==> src/rtl/frag_out_tx_if.sv <==
// Fragment transmitter bus: upstream hit/triangle-end inputs and downstream fragment stream.
// The master side feeds hits and consumes fragments. The slave side is the transmitter.
interface frag_out_tx_if #(
   parameter int SIGFIG = 24,
   parameter int AXIS   = 3,
   parameter int COLORS = 3,
   parameter int CNT_W  = 16
);
   logic                     hit_valid_i;
   logic [SIGFIG*AXIS-1:0]   hit_i;
   logic [SIGFIG*COLORS-1:0] color_i;
   logic                     tri_end_i;
   logic                     stall_o;
   logic                     frag_valid_o;
   logic                     frag_ready_i;
   logic [SIGFIG*AXIS-1:0]   frag_hit_o;
   logic [SIGFIG*COLORS-1:0] frag_color_o;
   logic                     frag_last_o;
   logic                     tri_done_o;
   logic [CNT_W-1:0]         tri_hits_o;
   logic                     ovf_err_o;

   modport master (
      output hit_valid_i, hit_i, color_i, tri_end_i, frag_ready_i,
      input  stall_o, frag_valid_o, frag_hit_o, frag_color_o, frag_last_o,
             tri_done_o, tri_hits_o, ovf_err_o
   );

   modport slave (
      input  hit_valid_i, hit_i, color_i, tri_end_i, frag_ready_i,
      output stall_o, frag_valid_o, frag_hit_o, frag_color_o, frag_last_o,
             tri_done_o, tri_hits_o, ovf_err_o
   );
endinterface

==> src/rtl/frag_out_tx.sv <==
// Fragment transmitter: holds the newest hit in a pending slot until the next hit or triangle end
// decides its last flag. It then queues the hit in a register FIFO and reports per-triangle hit counts.
module frag_out_tx #(
   parameter int SIGFIG = 24,
   parameter int AXIS   = 3,
   parameter int COLORS = 3,
   parameter int DEPTH  = 8,
   parameter int CNT_W  = 16
) (
   input logic          clk,
   input logic          rst,
   frag_out_tx_if.slave bus
);
   localparam int PW = $clog2(DEPTH);
   localparam int HW = SIGFIG * AXIS;
   localparam int CW = SIGFIG * COLORS;

   logic [HW-1:0] mem_hit   [DEPTH];
   logic [CW-1:0] mem_color [DEPTH];
   logic          mem_last  [DEPTH];

   logic          pend_valid;
   logic [HW-1:0] pend_hit;
   logic [CW-1:0] pend_color;

   logic [PW-1:0]    wr_ptr;
   logic [PW-1:0]    rd_ptr;
   logic [PW:0]      count;
   logic [CNT_W-1:0] hit_cnt;

   logic             tri_done_q;
   logic [CNT_W-1:0] tri_hits_q;
   logic             stall_q;
   logic             ovf_q;

   logic hit_acc;
   logic push;
   logic pop;
   logic fifo_empty;
   logic fifo_full;
   logic push_ok;
   logic drop;

   // A triangle end wins over a coincident hit. The pending entry leaves on either event.
   always_comb begin
      hit_acc    = bus.hit_valid_i & ~bus.tri_end_i;
      push       = pend_valid & (hit_acc | bus.tri_end_i);
      fifo_empty = (count == '0);
      fifo_full  = (count == (PW+1)'(DEPTH));
      pop        = ~fifo_empty & bus.frag_ready_i;
      push_ok    = push & (~fifo_full | pop);
      drop       = push & fifo_full & ~pop;
   end

   always_ff @(posedge clk) begin
      if (push_ok) begin
         mem_hit[wr_ptr]   <= pend_hit;
         mem_color[wr_ptr] <= pend_color;
         mem_last[wr_ptr]  <= bus.tri_end_i;
      end
      if (hit_acc) begin
         pend_hit   <= bus.hit_i;
         pend_color <= bus.color_i;
      end
   end

   always_ff @(posedge clk) begin
      if (!rst) begin
         pend_valid <= 1'b0;
         wr_ptr     <= '0;
         rd_ptr     <= '0;
         count      <= '0;
         hit_cnt    <= '0;
         tri_done_q <= 1'b0;
         tri_hits_q <= '0;
         stall_q    <= 1'b0;
         ovf_q      <= 1'b0;
      end else begin
         if (bus.tri_end_i)
            pend_valid <= 1'b0;
         else if (hit_acc)
            pend_valid <= 1'b1;

         if (push_ok)
            wr_ptr <= wr_ptr + PW'(1);
         if (pop)
            rd_ptr <= rd_ptr + PW'(1);

         case ({push_ok, pop})
            2'b10:   count <= count + (PW+1)'(1);
            2'b01:   count <= count - (PW+1)'(1);
            default: count <= count;
         endcase

         // Threshold leaves room for the two hits already in flight when upstream reacts.
         stall_q <= (count >= (PW+1)'(DEPTH - 2));

         if (drop)
            ovf_q <= 1'b1;

         tri_done_q <= bus.tri_end_i;
         if (bus.tri_end_i) begin
            tri_hits_q <= hit_cnt;
            hit_cnt    <= '0;
         end else if (hit_acc && hit_cnt != '1) begin
            hit_cnt <= hit_cnt + CNT_W'(1);
         end
      end
   end

   assign bus.frag_valid_o = ~fifo_empty;
   assign bus.frag_hit_o   = mem_hit[rd_ptr];
   assign bus.frag_color_o = mem_color[rd_ptr];
   assign bus.frag_last_o  = ~fifo_empty & mem_last[rd_ptr];
   assign bus.tri_done_o   = tri_done_q;
   assign bus.tri_hits_o   = tri_hits_q;
   assign bus.stall_o      = stall_q;
   assign bus.ovf_err_o    = ovf_q;
endmodule

==> src/flat_wrapper.sv <==
// flat-port wrapper written by rule: the top's interface ports become plain ports
module frag_out_tx_flat 
#(
   parameter int SIGFIG = 24,
   parameter int AXIS   = 3,
   parameter int COLORS = 3,
   parameter int DEPTH  = 8,
   parameter int CNT_W  = 16
)
  (clk, rst, bus_hit_valid_i, bus_hit_i, bus_color_i, bus_tri_end_i, bus_frag_ready_i, bus_stall_o, bus_frag_valid_o, bus_frag_hit_o, bus_frag_color_o, bus_frag_last_o, bus_tri_done_o, bus_tri_hits_o, bus_ovf_err_o);
  frag_out_tx_if #(.SIGFIG(SIGFIG), .AXIS(AXIS), .COLORS(COLORS), .CNT_W(CNT_W)) bus_i ();
  input logic clk;
  input logic rst;
  input wire logic [$bits(bus_i.hit_valid_i)-1:0] bus_hit_valid_i;
  input wire logic [$bits(bus_i.hit_i)-1:0] bus_hit_i;
  input wire logic [$bits(bus_i.color_i)-1:0] bus_color_i;
  input wire logic [$bits(bus_i.tri_end_i)-1:0] bus_tri_end_i;
  input wire logic [$bits(bus_i.frag_ready_i)-1:0] bus_frag_ready_i;
  output wire logic [$bits(bus_i.stall_o)-1:0] bus_stall_o;
  output wire logic [$bits(bus_i.frag_valid_o)-1:0] bus_frag_valid_o;
  output wire logic [$bits(bus_i.frag_hit_o)-1:0] bus_frag_hit_o;
  output wire logic [$bits(bus_i.frag_color_o)-1:0] bus_frag_color_o;
  output wire logic [$bits(bus_i.frag_last_o)-1:0] bus_frag_last_o;
  output wire logic [$bits(bus_i.tri_done_o)-1:0] bus_tri_done_o;
  output wire logic [$bits(bus_i.tri_hits_o)-1:0] bus_tri_hits_o;
  output wire logic [$bits(bus_i.ovf_err_o)-1:0] bus_ovf_err_o;
  assign bus_i.hit_valid_i = bus_hit_valid_i;
  assign bus_i.hit_i = bus_hit_i;
  assign bus_i.color_i = bus_color_i;
  assign bus_i.tri_end_i = bus_tri_end_i;
  assign bus_i.frag_ready_i = bus_frag_ready_i;
  assign bus_stall_o = bus_i.stall_o;
  assign bus_frag_valid_o = bus_i.frag_valid_o;
  assign bus_frag_hit_o = bus_i.frag_hit_o;
  assign bus_frag_color_o = bus_i.frag_color_o;
  assign bus_frag_last_o = bus_i.frag_last_o;
  assign bus_tri_done_o = bus_i.tri_done_o;
  assign bus_tri_hits_o = bus_i.tri_hits_o;
  assign bus_ovf_err_o = bus_i.ovf_err_o;
  frag_out_tx #(.SIGFIG(SIGFIG), .AXIS(AXIS), .COLORS(COLORS), .DEPTH(DEPTH), .CNT_W(CNT_W)) u_core (.clk(clk), .rst(rst), .bus(bus_i));
endmodule
==> config.mk <==
export PLATFORM = sky130hd
export DESIGN_NAME = frag_out_tx_flat
export DESIGN_NICKNAME = d
export VERILOG_FILES = /design/src/rtl/frag_out_tx_if.sv /design/src/rtl/frag_out_tx.sv /design/src/flat_wrapper.sv
export SDC_FILE = /design/constraint.sdc
export NUM_CORES = 1
export LEC_CHECK = 0
export ABC_CLOCK_PERIOD_IN_PS = 20400
export CORE_MARGIN = 2
export CORE_UTILIZATION = 45
export DETAILED_ROUTE_END_ITERATION = 6
export PLACE_DENSITY = 0.64
export SYNTH_ARGS = -nofsm -noshare
export SYNTH_HDL_FRONTEND = slang
export SYNTH_SLANG_ARGS = --single-unit
==> constraint.sdc <==
create_clock -name clk -period 20.4 [get_ports clk]
set_input_delay 4.08 -clock clk [delete_from_list [all_inputs] [get_ports clk]]
set_output_delay 4.08 -clock clk [all_outputs]
set_load 0.005 [all_outputs]
==> flow_metrics.tcl, run 1 <==
set metrics [dict create \
    cts_tree "done" \
    min_path_cells 1 \
    intPower_w 0.005135 \
    powerDensity_nw_per_um2 111.0 \
    synth.cell_area_um2 49970 \
    clkSinkCount 1353 \
    gr-usage-all-layers 0.1838 \
    max-vdd-ir-drop_mv 0.08402 \
    drive_above_1_share 0.2646 \
    dpl.hpwl_mm 54.85 \
    cp_max_fo 52 \
    place_congestion 0.7138 \
    drc 0 \
    row_count 122 \
    syn_inst 2059 \
    cts_max_path_buffers 3 \
    power_frac_comb 0.146 \
    relSlewSlack 0.2619 \
    cts-resized-gates 0 \
    io_pins 314 \
    critPathRequiredTime_ns 16.32 \
    grt_pass1_wl_mm 152.8 \
    die_w_um 337.2 \
    port_buffers 313 \
    period_minus_slack_ns 8.997 \
    vias_per_cell 5.430 \
    root_buffer "clkbuf_16" \
    fin_crit_sh 0.4410 \
    grt_start_max_net_pins 127 \
    nets 2619 \
    mostFrequentLayoutCell "edfxtp_1" \
    synth_edf_count 1304 \
    r2r-start "u_core.count[1]" \
    postRouteWirelength_mm 103.5 \
    rsz0062_at_grt "false" \
    layout_common_cells "edfxtp_1, clkdlybuf4s50_1, mux4_2" \
    skew_ns 0.04028 \
    worstMarginPinSlew_ns 1.107 \
    clock_latency_ns 0.73 \
    dieHeight_um 337.2 \
    first_iter_violations 1769 \
    grt_pass1_vias 23610 \
    critical_path_class "flip-flop to output pin" \
    hp-start "u_core.bus.ovf_err_o" \
    areaGrowthSynthToFinish_pct 18.80 \
    r2r_cells 6 \
    power_leakage_nw 18.19 \
    path_clk_slew_ns 0.06 \
    r2r_end "u_core.mem_hit[5][24]" \
    ys_warn_count 0 \
    maxCapViolations 0 \
    grt_overflow 0 \
    async_reset_ff_frac 0 \
    cp_data_arrival_time_ns 4.92 \
    detail-route-antenna-nets 0 \
    status "completed" \
    synthFlopType "edfxtp_1" \
    swShare 0.2209 \
    post-cts-setup-buffers 0 \
    drt_pass1_iterations 5 \
    crit_path_end_kind "output pin" \
    clock_power_share 0.374 \
    fmaxAchievable_ghz 0.1111 \
    setup_tns_ns 0 \
    wl_per_cell_um 25.45 \
    rrSetupSlack_ns 16.56 \
    synth_nets 2212 \
    avgSynthCellArea_um2 24.27 \
    fin_ws_ns 11.40 \
    finalSetupViolCount 0 \
    start_kind "flip-flop" \
    synth_seq_area_share 0.8033 \
    final_hold_viol_count 0 \
    switching_power_w 0.001456 \
    final_max_slew_viol_count 0 \
    htreeDepth 4 \
    synth.distinct_cells 47 \
    synth-seq-cells 1353 \
    fin_hold_ws_ns 0.4800 \
    dieArea_um2 113700 \
    place_ws_ns 11.99 \
    start_util 0.4527 \
    p_seq_frac 0.480 \
    numCtsBuffers 142 \
    cts_hold_buf 0 \
    antenna_found_initial 7 \
    hold_path_end "u_core.bus.ovf_err_o" \
    core_um2 110400 \
    min_path_type "flip-flop to flip-flop" \
    vias 22080 \
]
==> stage by stage <==
stage / cells / utilization / area, um2 / total power [W]
2_1_floorplan: 2059 / - / 49970 / 0.003851
3_3_place_gp: 3810 / 0.4974 / 54890 / 0.004198
3_5_place_dp: 3810 / 0.4974 / 54890 / 0.004210
4_1_cts: 4062 / 0.5378 / 59350 / 0.006681
5_1_grt: 4064 / 0.5378 / 59350 / 0.006847
6_report: 4066 / 0.5379 / 59360 / 0.006591
==> synth_stat cells, types with 2 or more instances <==
cell	number	area, um2
o21a_1	2	15.01
ha_1	4	50.05
mux2i_1	18	180.2
mux2_2	144	1622
nand4_1	5	31.28
nand3_1	10	50.05
mux4_2	290	6531
and2_1	8	50.05
nand2_1	17	63.81
nor3_2	3	30.03
nor2b_1	22	137.6
nor2_1	29	108.9
or3_1	2	12.51
buf_2	36	180.2
o21ai_0	2	10.01
xor2_1	3	26.28
a21oi_1	9	45.04
inv_1	2	7.510
and3_1	2	12.51
a21boi_0	2	15.01
nor3_1	6	30.03
edfxtp_1	1304	39160
dfxtp_1	49	980.9
buf_1	4	15.01
xnor2_1	16	140.1
buf_6	11	123.9
clkbuf_1	37	138.9
nand2b_1	3	18.77
==> state kept, by name, indices dropped and copies added (netlist names), named ones only <==
name                   count
u_core.pend_hit           72
u_core.wr_ptr              3
u_core.pend_color         72
u_core.pend_valid          1
u_core.hit_cnt            16
u_core.mem_color         576
u_core.bus.tri_hits_o     16
u_core.bus.tri_done_o      1
u_core.count               4
u_core.bus.ovf_err_o       1
u_core.mem_hit           576
u_core.bus.stall_o         1
u_core.mem_last            8
u_core.rd_ptr              3
==> cell families (layout without fill, tap and decap cells) <==
logic type | count (synthesis) | in the layout | share of synthesized area
flops | 1353 | 1353 | 0.8033
mux | 452 | 452 | 0.1668
simple gates | 116 | 116 | 0.01282
buf+inv | 91 | 606 | 0.009390
compound gates | 24 | 24 | 0.003356
xor+xnor | 19 | 19 | 0.003331
fa+ha+maj | 4 | 4 | 0.001002
other cells | 0 | 4 | 0
==> worst max path at each step <==
stage	from	slack (ns)	cells past startpoint	to
after global routing	flip-flop	10.92	5	bus_frag_hit_o[13]
after global placement	flip-flop	12.04	5	bus_frag_hit_o[33]
after floorplan	bus_tri_end_i	1.33	3	u_core.mem_color[0][0]
final	flip-flop	11.40	5	bus_frag_hit_o[13]
after CTS	flip-flop	11.17	5	bus_frag_hit_o[13]
after detailed placement	flip-flop	11.99	5	bus_frag_hit_o[33]
==> power by group through the flow <==
stage | combinational (W) | sequential [W] | clock (W)
2_1_floorplan | 0.000663 | 0.00319 | 0
3_3_place_gp | 0.000980 | 0.00322 | 0
3_5_place_dp | 0.000984 | 0.00323 | 0
4_1_cts | 0.000990 | 0.00317 | 0.00252
5_1_grt | 0.00104 | 0.00318 | 0.00263
6_report | 0.000963 | 0.00317 | 0.00246
==> metal layers <==
metal / wire, um / global-route usage / up-vias
li1: - / - / 9508
met1: 45420 / 0.2596 / 11840
met2: 50330 / 0.2933 / 570
met3: 5386 / 0.03516 / 161
met4: 2317 / 0.05424 / 2
met5: 13 / 0 / -
==> critical path: stages, from the launching register on <==
cell             delay, ns
dfxtp_4               0.84
buf_4                 0.88
buf_4                 0.93
mux4_2                0.60
mux2_2                0.27
clkdlybuf4s50_1       0.51
==> area by class of cell <==
class	count	area (um2)
inverters	3	16.27
fillers	8289	51000
clock buffers	174	3780
repair buffers	351	3456
multi-input cells	615	9407
clock inverters	78	679.4
diodes	4	10.01
well taps	1488	1862
flip-flops and latches	1353	40150
(Power assumes the default switching activity.)
==> inputs of run 2 (changes only) <==
--- a/config.mk
+++ b/config.mk
@@ -5,7 +5,7 @@
 export SDC_FILE = /design/constraint.sdc
 export NUM_CORES = 1
 export LEC_CHECK = 0
-export ABC_CLOCK_PERIOD_IN_PS = 20400
+export ABC_CLOCK_PERIOD_IN_PS = 9410
 export CORE_MARGIN = 2
 export CORE_UTILIZATION = 45
 export DETAILED_ROUTE_END_ITERATION = 6
==> constraint.sdc (replaced) <==
create_clock -name clk -period 9.41 [get_ports clk]
set_input_delay 1.882 -clock clk [delete_from_list [all_inputs] [get_ports clk]]
set_output_delay 1.882 -clock clk [all_outputs]
set_load 0.005 [all_outputs]
==> run 2 against run 1 <==
Die area unchanged. Clock skew down 0.018 ns. Clock-buffer cell count down 1. First-iteration DRC count up 7.8%. Power up 120%. Final area up 0.61%. Combinational power up 120%. Register-to-register slack worse by 11 ns. Worst hold slack worse by 0.0063 ns. Flip-flop and latch count unchanged. Core utilization up 0.33 points.
==> flow_metrics.tcl, run 2 (synthesis gave the netlist of run 1 again) <==
set metrics [dict create \
    vias 22140 \
    switching_power_w 0.003235 \
    dieHeight_um 337.2 \
    areaGrowthSynthToFinish_pct 19.52 \
    postRouteWirelength_mm 102.5 \
    io_pins 314 \
    port_buffers 313 \
    core_um2 110400 \
    final_hold_viol_count 0 \
    skew_ns 0.02222 \
    first_iter_violations 1907 \
    rrSetupSlack_ns 6.06 \
    final_max_slew_viol_count 0 \
    htreeDepth 4 \
    clock_latency_ns 0.74 \
    fin_crit_sh 0.6384 \
    drive_above_1_share 0.2743 \
    status "completed" \
    detail-route-antenna-nets 0 \
    critical_path_class "flip-flop to output pin" \
    layout_common_cells "edfxtp_1, clkdlybuf4s50_1, mux4_2" \
    top_regs "u_core.mem_color x576, u_core.mem_hit x576" \
    cts_hold_buf 0 \
    maxCapViolations 0 \
    grt_start_max_net_pins 139 \
    grt_pass1_wl_mm 150.9 \
    drc 0 \
    n_antenna_cell 0 \
    antenna_found_initial 6 \
    start_kind "flip-flop" \
    cp_max_fo 40 \
    grt_pass1_vias 23610 \
    critPathRequiredTime_ns 7.53 \
    dpl.hpwl_mm 55.53 \
    place_congestion 0.7581 \
    finalSetupViolCount 0 \
    dieArea_um2 113700 \
    powerDensity_nw_per_um2 244.5 \
    relSlewSlack 0.2600 \
    power_frac_comb 0.145 \
    swShare 0.2215 \
    path_clk_slew_ns 0.06 \
    p_seq_frac 0.470 \
    clock_power_share 0.385 \
    intPower_w 0.01137 \
    period_minus_slack_ns 6.008 \
    mostFrequentLayoutCell "edfxtp_1" \
    cts-resized-gates 0 \
    min_path_type "flip-flop to flip-flop" \
    power_leakage_nw 18.37 \
    drt_pass1_iterations 6 \
    dp_cells 3814 \
    cts_max_path_buffers 3 \
    die_w_um 337.2 \
    clkSinkCount 1353 \
    cts_tree "done" \
    grt_overflow 0 \
    wl_per_cell_um 25.19 \
    final_cells 4069 \
    row_count 122 \
    root_buffer "clkbuf_16" \
    post-cts-setup-buffers 0 \
    worstMarginPinSlew_ns 1.110 \
    final_util 0.5411 \
    cp_data_arrival_time_ns 4.13 \
    nets 2623 \
    numCtsBuffers 142 \
    rsz0062_at_grt "false" \
    fmaxAchievable_ghz 0.1665 \
    vias_per_cell 5.441 \
    crit_path_end_kind "output pin" \
    gr-usage-all-layers 0.1817 \
    start_util 0.4527 \
    power_w 0.01460 \
    max-vdd-ir-drop_mv 0.2516 \
]
==> run 2: cell count changes in the layout (fill, tap and decap cells not counted), sizes merged <==
| cell | before | now |
|---|---|---|
| clkinv | 59 | 53 |
| diode | 4 | 0 |
| clkinvlp | 4 | 5 |
| buf | 38 | 42 |
| inv | 7 | 8 |
| clkbuf | 174 | 173 |
| bufinv | 11 | 19 |
==> run 2: per-stage QoR <==
stage                     hold slack [ns]  cell area (um2)  setup TNS (ns)  worst slack (ns)
after floorplan                    0.4485            49980        -1735.38            -3.555
after global placement             0.4598            54970               0             3.813
after detailed placement           0.4605            54970               0             3.720
after CTS                          0.4839            59720               0             3.186
after global routing               0.5106            59720               0             3.053
final                              0.4737            59720               0             3.402
==> run 2: final timing paths <==
check,endpoint,cells after the start,startpoint
worst min register to register,u_core.bus.ovf_err_o,1,u_core.bus.ovf_err_o
worst max-delay path,bus_frag_hit_o[21],5,flip-flop
worst min-delay path,u_core.bus.ovf_err_o,1,u_core.bus.ovf_err_o
worst max register to register,u_core.mem_hit[5][65],6,u_core.count[1]
==> run 2: layout make-up <==
type / instances / area (um2)
Fill cell: 8207 / 50640
Sequential cell: 1353 / 40150
Inverter: 3 / 16.27
Tap cell: 1488 / 1862
Timing Repair Buffer: 355 / 3523
Clock buffer: 173 / 3755
Clock inverter: 82 / 993.5
Multi-Input combinational cell: 615 / 9422
==> run 2: metal layers <==
metal  wire length [um]  up-vias  global-route usage
li1                   -     9535                   -
met1              43900    11790              0.2522
met2              50390      657              0.2933
met3               6256      149             0.03837
met4               1892        6             0.05063
met5                 41        -                   0
==> run 2: power by group through the flow <==
| stage | clock (W) | combinational, W | sequential (W) |
|---|---|---|---|
| final | 0.00562 | 0.00212 | 0.00686 |
| after global placement | 0 | 0.00216 | 0.00697 |
| after detailed placement | 0 | 0.00217 | 0.00699 |
| after floorplan | 0 | 0.00144 | 0.00691 |
| after CTS | 0.00576 | 0.00219 | 0.00686 |
| after global routing | 0.00599 | 0.00229 | 0.00688 |
==> run 2: worst max-delay path, stage by stage, from the launching register on <==
cell and delay, ns:
dfxtp_4 0.75, buf_4 0.50, buf_4 0.73, mux4_2 0.60
mux2_2 0.29, clkdlybuf4s50_1 0.47
